File: src/rtl/clock_pkg.sv
// Shared types and constants for the multi-channel alarm unit.
package clock_pkg;

  // Width of each hour/minute/second field
  localparam int TIME_W = 8;

  // Largest legal value of each time field
  localparam logic [TIME_W-1:0] HOUR_MAX = 8'd23;
  localparam logic [TIME_W-1:0] MIN_MAX  = 8'd59;
  localparam logic [TIME_W-1:0] SEC_MAX  = 8'd59;

  // Per-channel alarm state
  typedef enum logic [1:0] {
    ST_IDLE    = 2'd0,
    ST_ARMED   = 2'd1,
    ST_RINGING = 2'd2,
    ST_SNOOZED = 2'd3
  } alarm_state_e;

  // True when a programmed time lies inside a 24-hour day
  function automatic logic time_valid(input logic [TIME_W-1:0] hour,
                                      input logic [TIME_W-1:0] min,
                                      input logic [TIME_W-1:0] sec);
    return (hour <= HOUR_MAX) && (min <= MIN_MAX) && (sec <= SEC_MAX);
  endfunction

endpackage

File: src/rtl/alarm_channel.sv
// One alarm channel: stored time, IDLE/ARMED/RINGING/SNOOZED FSM,
// snooze countdown, ring timeout and snooze counter.
// i_snooze / i_stop are single-cycle rising-edge pulses from the top;
// i_set is already qualified (channel selected, time valid).
module alarm_channel
  import clock_pkg::*;
#(
  parameter int SNOOZE_SEC       = 300,
  parameter int RING_TIMEOUT_SEC = 60,
  parameter int MAX_SNOOZE       = 3
) (
  input  logic              clk,
  input  logic              i_rst_n,
  input  logic              i_sec_tick,
  input  logic [TIME_W-1:0] i_cur_hour,
  input  logic [TIME_W-1:0] i_cur_min,
  input  logic [TIME_W-1:0] i_cur_sec,
  input  logic              i_set,
  input  logic [TIME_W-1:0] i_set_hour,
  input  logic [TIME_W-1:0] i_set_min,
  input  logic [TIME_W-1:0] i_set_sec,
  input  logic              i_set_enable,
  input  logic              i_snooze,
  input  logic              i_stop,
  output alarm_state_e      o_state,
  output logic [3:0]        o_snooze_cnt
);

  localparam logic [15:0] SNOOZE_LD = 16'(SNOOZE_SEC);
  localparam logic [15:0] RING_LD   = 16'(RING_TIMEOUT_SEC);
  localparam logic [3:0]  MAX_CNT   = 4'(MAX_SNOOZE);

  alarm_state_e      r_state,      w_state_nxt;
  logic [TIME_W-1:0] r_hour,       w_hour_nxt;
  logic [TIME_W-1:0] r_min,        w_min_nxt;
  logic [TIME_W-1:0] r_sec,        w_sec_nxt;
  logic [3:0]        r_snooze_cnt, w_snooze_cnt_nxt;
  logic [15:0]       r_snooze_tmr, w_snooze_tmr_nxt;
  logic [15:0]       r_ring_tmr,   w_ring_tmr_nxt;
  // Set once this channel has fired for the current matching second;
  // cleared as soon as the live time no longer matches.
  logic              r_fired,      w_fired_nxt;
  logic              w_match;

  assign w_match = (i_cur_hour == r_hour) && (i_cur_min == r_min) &&
                   (i_cur_sec == r_sec);

  // State register: every field of the channel, async active-low clear
  always_ff @(posedge clk or negedge i_rst_n) begin
    if (!i_rst_n) begin
      r_state      <= ST_IDLE;
      r_hour       <= '0;
      r_min        <= '0;
      r_sec        <= '0;
      r_snooze_cnt <= '0;
      r_snooze_tmr <= '0;
      r_ring_tmr   <= '0;
      r_fired      <= 1'b0;
    end else begin
      r_state      <= w_state_nxt;
      r_hour       <= w_hour_nxt;
      r_min        <= w_min_nxt;
      r_sec        <= w_sec_nxt;
      r_snooze_cnt <= w_snooze_cnt_nxt;
      r_snooze_tmr <= w_snooze_tmr_nxt;
      r_ring_tmr   <= w_ring_tmr_nxt;
      r_fired      <= w_fired_nxt;
    end
  end

  // Next-state logic: programming beats stop, stop beats snooze, snooze beats tick
  always_comb begin
    w_state_nxt      = r_state;
    w_hour_nxt       = r_hour;
    w_min_nxt        = r_min;
    w_sec_nxt        = r_sec;
    w_snooze_cnt_nxt = r_snooze_cnt;
    w_snooze_tmr_nxt = r_snooze_tmr;
    w_ring_tmr_nxt   = r_ring_tmr;
    w_fired_nxt      = r_fired;

    if (i_set) begin
      w_hour_nxt       = i_set_hour;
      w_min_nxt        = i_set_min;
      w_sec_nxt        = i_set_sec;
      w_state_nxt      = i_set_enable ? ST_ARMED : ST_IDLE;
      w_snooze_cnt_nxt = '0;
      w_snooze_tmr_nxt = '0;
      w_ring_tmr_nxt   = '0;
      w_fired_nxt      = 1'b0;
    end else begin
      if (!w_match) begin
        w_fired_nxt = 1'b0;
      end
      case (r_state)
        ST_IDLE: begin
          w_state_nxt = ST_IDLE;
        end
        ST_ARMED: begin
          if (i_sec_tick && w_match && !r_fired) begin
            w_state_nxt    = ST_RINGING;
            w_ring_tmr_nxt = RING_LD;
            w_fired_nxt    = 1'b1;
          end
        end
        ST_RINGING: begin
          if (i_stop) begin
            w_state_nxt      = ST_ARMED;
            w_snooze_cnt_nxt = '0;
            w_ring_tmr_nxt   = '0;
          end else if (i_snooze && (r_snooze_cnt < MAX_CNT)) begin
            w_state_nxt      = ST_SNOOZED;
            w_snooze_tmr_nxt = SNOOZE_LD;
            w_snooze_cnt_nxt = r_snooze_cnt + 4'd1;
          end else if (i_sec_tick) begin
            if (r_ring_tmr <= 16'd1) begin
              w_state_nxt      = ST_ARMED;
              w_snooze_cnt_nxt = '0;
              w_ring_tmr_nxt   = '0;
            end else begin
              w_ring_tmr_nxt = r_ring_tmr - 16'd1;
            end
          end
        end
        ST_SNOOZED: begin
          if (i_stop) begin
            w_state_nxt      = ST_ARMED;
            w_snooze_cnt_nxt = '0;
            w_snooze_tmr_nxt = '0;
          end else if (i_sec_tick) begin
            if (r_snooze_tmr <= 16'd1) begin
              w_state_nxt      = ST_RINGING;
              w_snooze_tmr_nxt = '0;
              w_ring_tmr_nxt   = RING_LD;
            end else begin
              w_snooze_tmr_nxt = r_snooze_tmr - 16'd1;
            end
          end
        end
        default: begin
          w_state_nxt = ST_IDLE;
        end
      endcase
    end
  end

  assign o_state      = r_state;
  assign o_snooze_cnt = r_snooze_cnt;

endmodule

File: src/rtl/multi_alarm_unit.sv
// Multi-channel alarm unit: snooze/stop edge detection, write qualification,
// N_ALARMS alarm_channel instances, ringing OR and lowest-index priority encode.
// Outputs are decoded only from channel state registers.
module multi_alarm_unit
  import clock_pkg::*;
#(
  parameter int N_ALARMS         = 4,
  parameter int SNOOZE_SEC       = 300,
  parameter int RING_TIMEOUT_SEC = 60,
  parameter int MAX_SNOOZE       = 3,
  localparam int AW = (N_ALARMS > 1) ? $clog2(N_ALARMS) : 1
) (
  input  logic                clk,
  input  logic                reset,
  input  logic                sec_tick,
  input  logic [TIME_W-1:0]   current_24_hour,
  input  logic [TIME_W-1:0]   current_24_min,
  input  logic [TIME_W-1:0]   current_24_sec,
  input  logic                set_alarm,
  input  logic [AW-1:0]       alarm_sel,
  input  logic [TIME_W-1:0]   alarm_input_hour,
  input  logic [TIME_W-1:0]   alarm_input_min,
  input  logic [TIME_W-1:0]   alarm_input_sec,
  input  logic                alarm_enable,
  input  logic                snooze_alarm,
  input  logic                stop_alarm,
  output logic [N_ALARMS-1:0] alarm_ringing,
  output logic                alarm_buzzer,
  output logic [AW-1:0]       active_alarm,
  output logic [3:0]          snooze_left
);

  localparam logic [AW:0] N_LIM   = (AW + 1)'(N_ALARMS);
  localparam logic [3:0]  MAX_CNT = 4'(MAX_SNOOZE);

  logic                r_snooze_d;
  logic                r_stop_d;
  logic                w_snooze_rise;
  logic                w_stop_rise;
  logic                w_set_ok;
  alarm_state_e        w_state [N_ALARMS];
  logic [3:0]          w_cnt   [N_ALARMS];
  logic [N_ALARMS-1:0] w_ringing;
  logic [AW-1:0]       w_active;
  logic [3:0]          w_left;

  // Edge-detect history for the snooze and stop levels
  always_ff @(posedge clk or negedge reset) begin
    if (!reset) begin
      r_snooze_d <= 1'b0;
      r_stop_d   <= 1'b0;
    end else begin
      r_snooze_d <= snooze_alarm;
      r_stop_d   <= stop_alarm;
    end
  end

  assign w_snooze_rise = snooze_alarm & ~r_snooze_d;
  assign w_stop_rise   = stop_alarm & ~r_stop_d;

  // A write lands only on an existing channel with a legal time
  assign w_set_ok = set_alarm && ({1'b0, alarm_sel} < N_LIM) &&
                    time_valid(alarm_input_hour, alarm_input_min, alarm_input_sec);

  for (genvar g = 0; g < N_ALARMS; g++) begin : g_ch
    alarm_channel #(
      .SNOOZE_SEC       (SNOOZE_SEC),
      .RING_TIMEOUT_SEC (RING_TIMEOUT_SEC),
      .MAX_SNOOZE       (MAX_SNOOZE)
    ) u_ch (
      .clk          (clk),
      .i_rst_n      (reset),
      .i_sec_tick   (sec_tick),
      .i_cur_hour   (current_24_hour),
      .i_cur_min    (current_24_min),
      .i_cur_sec    (current_24_sec),
      .i_set        (w_set_ok && (alarm_sel == AW'(g))),
      .i_set_hour   (alarm_input_hour),
      .i_set_min    (alarm_input_min),
      .i_set_sec    (alarm_input_sec),
      .i_set_enable (alarm_enable),
      .i_snooze     (w_snooze_rise),
      .i_stop       (w_stop_rise),
      .o_state      (w_state[g]),
      .o_snooze_cnt (w_cnt[g])
    );
    assign w_ringing[g] = (w_state[g] == ST_RINGING);
  end

  // Lowest ringing index wins; scan from the top so the lowest is written last
  always_comb begin
    w_active = '0;
    w_left   = '0;
    for (int k = N_ALARMS - 1; k >= 0; k--) begin
      if (w_ringing[k]) begin
        w_active = AW'(k);
        w_left   = MAX_CNT - w_cnt[k];
      end
    end
  end

  assign alarm_ringing = w_ringing;
  assign alarm_buzzer  = |w_ringing;
  assign active_alarm  = w_active;
  assign snooze_left   = w_left;

endmodule

File: config.mk
export PLATFORM = sky130hd
export DESIGN_NAME = multi_alarm_unit
export DESIGN_NICKNAME = d
export VERILOG_FILES = /design/src/rtl/clock_pkg.sv /design/src/rtl/alarm_channel.sv /design/src/rtl/multi_alarm_unit.sv
export SDC_FILE = /design/constraint.sdc
export NUM_CORES = 1
export LEC_CHECK = 0
export BUFFER_PORTS_ARGS = -buffer_cell sky130_fd_sc_hd__buf_2
export CAP_MARGIN = 20
export CORE_MARGIN = 10
export CORE_UTILIZATION = 53
export DETAILED_ROUTE_END_ITERATION = 10
export PLACE_DENSITY = 0.74
export SYNTH_ARGS = -nofsm -noshare
export SYNTH_HDL_FRONTEND = slang
export SYNTH_HIERARCHICAL = 1
export SYNTH_SLANG_ARGS = --single-unit
File: constraint.sdc
create_clock -name clk -period 3.8 [get_ports clk]
set_input_delay 0 -clock clk [delete_from_list [all_inputs] [get_ports clk]]
set_output_delay 0 -clock clk [all_outputs]
set_load 0.01 [all_outputs]
### Word-level counts from Yosys, hierarchy flattened

Index checks and enable logic that the tools add are counted.

* word-level logic and storage cells: 367
* bits of input ports: 57
* flip-flop bits (word level): 254

* magnitude comparators: 15
* reductions and logical operators: 61
* $add $sub $neg: 16
* eq/ne operators: 79
* bitwise gates (word level): 4
* muxes and demuxes: 158

Operators by type and width (number)
* $mux 16: 60
* $pmux 16 s3: 4
* $le 16x1->1 const B: 8
* $pmux 16 s2: 4
* $sub 16x1->16 const B: 8
* $mux 4: 25
* $eq 8x8->1: 12
* $mux 2: 40
* $ne 3x2->1 const B: 15
* $ne 3x1->1 const B: 13
* $ne 4x2->1 const B: 9
* $pmux 2 s4: 4
* $pmux 4 s2: 4
* $reduce_and 4->1: 8
* $reduce_and 7->1: 4
* $logic_and 1x1->1: 27
* $ne 4x3->1 const B: 6
* $eq 2x2->1 const B: 10
* $ne 5x1->1 const B: 4
* $ne 5x2->1 const B: 4
* $reduce_and 5->1: 4
* $mux 1: 17
* $add 4x1->4 const B: 4
* $le 8x6->1 const B: 2
* other kinds (12): 37

### Depth between registers and ports, before layout

* depth after elaboration: 8
* gate-level depth with buffers: 11

### Hierarchy

The synthesis kept the hierarchy.

Modules (own cells, without submodules)
* alarm_channel at g_ch[0].u_ch ...: area each 3509.6 sq um, times used 2, sequential area each 1576.5 sq um, cells an instance 365
* alarm_channel at g_ch[2].u_ch: area each 3611.0 sq um, times used 1, sequential area each 1576.5 sq um, cells an instance 364
* alarm_channel at g_ch[3].u_ch: area each 3502.1 sq um, times used 1, sequential area each 1576.5 sq um, cells an instance 362
* multi_alarm_unit: area each 355.3 sq um, times used 1, sequential area each 50.0 sq um, cells an instance 48

### Worst setup path before layout

Ideal clock, no wire load.

* kind: register -> register
* from: register g_ch[0].u_ch.r_ring_tmr[10]
* to: register g_ch[0].u_ch.r_snooze_cnt[0]
* data arrival time: 2.542 ns
* slack: 1.134 ns
* cell stages (with the launch flop): 9
* path buffers: 2
* data required time: 3.675 ns
* library setup time: 0.125 ns
* path through: dfrtp_1 > or4_1 > buf_2 > or4_1 > buf_2 > nor3_4 > a21oi_1 > nor3_1 > mux2_2

* cells in the longest elaborated chain, start to end: 3

RTL lines
* start: declaration: RTL line alarm_channel.sv:39 `logic [15:0] r_ring_tmr, w_ring_tmr_nxt;`
* start signal: assignment: RTL line alarm_channel.sv:66 `r_ring_tmr <= w_ring_tmr_nxt;`
* $le 16x1->1: RTL line alarm_channel.sv:116 `if (r_ring_tmr <= 16'd1) begin`
* $ne 5x1->1 (no source line)
* $reduce_and 4->1 (no source line)
* end signal: assignment: RTL line alarm_channel.sv:64 `r_snooze_cnt <= w_snooze_cnt_nxt;`
* end: declaration: RTL line alarm_channel.sv:37 `logic [3:0] r_snooze_cnt, w_snooze_cnt_nxt;`

No other way between the ends.
A chain may end at the register's enable or synchronous reset.

### Final worst setup path

* from: register g_ch[1].u_ch.r_sec[5]
* to: register g_ch[1].u_ch.r_ring_tmr[12]

* cells in the longest elaborated chain, start to end: 6

RTL lines
* start: declaration: RTL line alarm_channel.sv:36 `logic [TIME_W-1:0] r_sec, w_sec_nxt;`
* start signal: assignment: RTL line alarm_channel.sv:63 `r_sec <= w_sec_nxt;`
* $eq 8x8->1: RTL line alarm_channel.sv:46 `(i_cur_sec == r_sec);`
* $logic_and 1x1->1: RTL line alarm_channel.sv:45 `assign w_match = (i_cur_hour == r_hour) && (i_cur_min == r_min) &&`
* $logic_and 1x1->1 (2 in series): RTL line alarm_channel.sv:100 `if (i_sec_tick && w_match && !r_fired) begin`
* $ne 3x1->1 (no source line)
* $reduce_and 7->1 (no source line)
* end signal: assignment: RTL line alarm_channel.sv:66
* end: declaration: RTL line alarm_channel.sv:39

No other way between the ends.

==> qor.yml <==
run_status:
  outcome: "complete, no violations"
clock_network:
  clk_pin_slew_ns: 0.06
  cts_resized: 0
  cts_sinks: 254
  htreeDepth: 1
  insertion_delay_ns: 0.55
  clockBufferDepth: 3
  ctsRootBufferMaster: "clkbuf_16"
  cts_tree: "built"
  numCtsBuffers: 28
setup_path:
  criticalPathCategory: "reg -> reg"
  crit_fanout: 22
  critPathLaunchType: "flip-flop"
  cp.arrival_ns: 3.68
  reg2reg_setup_slack_ns: 0.55
  crit_path_end_kind: "flip-flop"
  required_ns: 4.23
sta:
  drv_slew: 0
  rsz0062_at_grt: "no"
  min_period_ns: 3.25
  hold_viol: 0
  fmax_mhz: 308
  finalClockSkew_ns: 0.0180
  max_slew_margin: 0.389
  fin_tns_setup_ns: 0
  setup_viol: 0
  fin_crit_sh: 0.856
  timing_worst_slew_pin_value_ns: 0.914
synthesis:
  yosys-top-cells-area: "dfrtp_1 (44%), mux2_2 (7.9%), xor2_1 (5.9%)"
  syn-num-nets: 1593
  synth_common_cells: "dfrtp_1 (254), nor2_1 (154), o21ai_0 (131), mux2_2 (101), xor2_1 (98)"
  netlist_area_um2: 14500
  yosysTopAreaCell: "dfrtp_1"
  yosysMostFrequentCell: "dfrtp_1"
  seq_area_frac_synth: 0.439
  synth-main-ff-cell: "dfrtp_1"
  synth_edf_count: 0
  synth.distinct_cells: 83
  asyncSetResetFlopFracSynth: 1.00
  netlist.area_leader.share: 0.439
  yosys_register_bits: 254
  syn_area_per_cell_um2: 9.63
  ys_warn_count: 6
  syn_inst: 1504
routing:
  dr.first_iter.drc_count: 1005
  routedWlPerCell_um: 18.0
  num_vias: 11875
  drc: 0
  firstDrtPassIters: 5
  ant_nets: 0
  vias_per_cell: 6.07
  wirelength_um: 35200
floorplanning:
  io_pins: 68
  initial_core_util: 0.538
  placementRows: 60
  dieHeight_um: 185
  fp.coreArea_um2: 27000
  die_w_um: 185
  dieArea_um2: 34300
power_and_ir_drop:
  swShare: 0.389
  ir_worst_vdd_mv: 0.388
  seqPwrFrac: 0.351
  power_density_nw_per_um2: 595
  finalPower_uw: 9790
  pwr-share-comb: 0.369
  switching_power_uw: 3800
  clkPwrFrac: 0.279
  p_leak_uw: 0.00770
  p_int_uw: 5980
placed_design:
  dpl_cell_area_um2: 15200
  place.gp.congestion: 0.846
  portBuffers: 67
  dp.cells: 1872
  hpwl_um: 24200
cells_and_area:
  post-route-cell-area_um2: 16400
  layout.nets: 1683
  drive_gt1_frac: 0.175
  fillers: 2165
  stdcell_count: 1957
  synthToLayoutAreaGrowth_pct: 13.4
global_route:
  grt_max_degree: 116
  overflow: 0
  grt_pass1_vias: 11877
  grt_pass1_wl_um: 59500
  antenna_found_initial: 2
  gr-usage-all-layers: 0.206
flow_run:
  drv_cap: 0
min_path:
  hp-class: "in -> reg"
-- power groups by stage --
stage	Combinational, uW	Clock [uW]	Sequential [uW]
final	3610	2730	3440
after global placement	3450	0	3450
after detailed placement	3540	0	3470
after CTS	3580	2780	3430
after global routing	4060	2900	3500
after floorplan	2670	0	3380
-- timing repair --
item | in CTS | in global routing
endpoints found under the hold margin | 216 | 0
setup buffers | 0 | 0
hold buffers | 33 | 0
-- stage by stage --
step | hold slack [ns] | setup slack [ns] | util
after floorplan | -0.296 | 1.13 | -
after global placement | 0.121 | 0.907 | 0.563
after detailed placement | 0.122 | 0.857 | 0.563
after CTS | 0.00263 | 0.548 | 0.610
after global routing | 0.0654 | 0.338 | 0.610
final | 0.0481 | 0.548 | 0.610
-- path summary, 6_finish.rpt --
path / endpoint / depth (start not counted) / startpoint
max in group asynchronous: g_ch[2].u_ch/r_ring_tmr[13]$_DFFE_PN0P_ / 3 / reset
min reg2reg: g_ch[3].u_ch/r_ring_tmr[15]$_DFFE_PN0P_ / 1 / g_ch[3].u_ch/r_ring_tmr[15]$_DFFE_PN0P_
min: g_ch[1].u_ch/r_fired$_DFF_PN0_ / 5 / current_24_min[0]
max: g_ch[1].u_ch/r_ring_tmr[12]$_DFFE_PN0P_ / 7 / g_ch[1].u_ch/r_sec[5]$_DFFE_PN0P_
max reg2reg: g_ch[1].u_ch/r_ring_tmr[12]$_DFFE_PN0P_ / 7 / g_ch[1].u_ch/r_sec[5]$_DFFE_PN0P_
min in group asynchronous: g_ch[3].u_ch/r_snooze_tmr[13]$_DFFE_PN0P_ / 2 / reset
-- flip-flops by register name, indices dropped and copies added (netlist names), 4 cells and up --
register and cells:
g_ch.u_ch/r_ring_tmr 64, g_ch.u_ch/r_snooze_tmr 64, g_ch.u_ch/r_hour 32, g_ch.u_ch/r_min 32
g_ch.u_ch/r_sec 32, g_ch.u_ch/o_snooze_cnt 16, g_ch.u_ch/o_state 8, g_ch.u_ch/r_fired 4
-- worst max-delay path, stage by stage (launching register included) --
cell and delay (ns):
dfrtp_1 0.40, xor2_1 0.17, nor4_1 0.27, dlygate4sd3_1 0.59, nand2_1 0.07, o311a_1 0.63
or3_1 0.63, o41ai_1 0.36
-- area by class of cell --
type / count / area, um2 / share of cell area
Sequential cell: 254 / 6360 / 0.387
Tap cell: 341 / 427 / 0.0260
Clock buffer: 41 / 790 / 0.0480
Timing Repair Buffer: 128 / 898 / 0.0547
Clock inverter: 9 / 134 / 0.00815
Inverter: 56 / 210 / 0.0128
Antenna cell: 2 / 5.00 / 0.000305
Multi-Input combinational cell: 1126 / 7610 / 0.463
-- cell families (layout without fill, tap and decap cells) --
group	after synthesis	after routing	synth area share
simple gates	474	474	0.171
compound gates	412	412	0.182
flops	254	254	0.439
buf+inv	124	234	0.0377
xor+xnor	105	105	0.0635
mux	103	103	0.0801
fa+ha+maj	32	32	0.0276
other cells	0	2	0
-- routing by layer --
layer,vias up,routed length [um],share of wire,track usage
met5,-,8,0.00023,0
met3,48,1550,0.044,0.0286
met1,5872,16500,0.47,0.281
met2,268,16600,0.47,0.341
met4,2,595,0.017,0.0478
li1,5685,-,-,-
-- layout by cell type (no fill, tap or decap), types with 11 or more instances in the layout --
master | netlist | routed
a31oi_1 | 26 | 26
clkbuf_16 | 0 | 28
nand2b_1 | 13 | 13
dlygate4sd3_1 | 0 | 33
nand3_1 | 23 | 23
o41ai_1 | 21 | 21
dfrtp_1 | 254 | 254
nor4_1 | 41 | 39
o31ai_1 | 73 | 73
buf_4 | 7 | 27
nor2b_1 | 13 | 12
nor3_1 | 68 | 67
ha_1 | 32 | 32
o21ai_0 | 131 | 131
xor2_1 | 98 | 98
o22ai_1 | 11 | 11
buf_2 | 11 | 66
inv_1 | 55 | 55
nor2_1 | 154 | 154
nand2_1 | 71 | 71
mux2_2 | 101 | 101
o21ai_1 | 15 | 15
a21oi_1 | 75 | 75
Note: power is estimated with default switching activity, not from simulation.
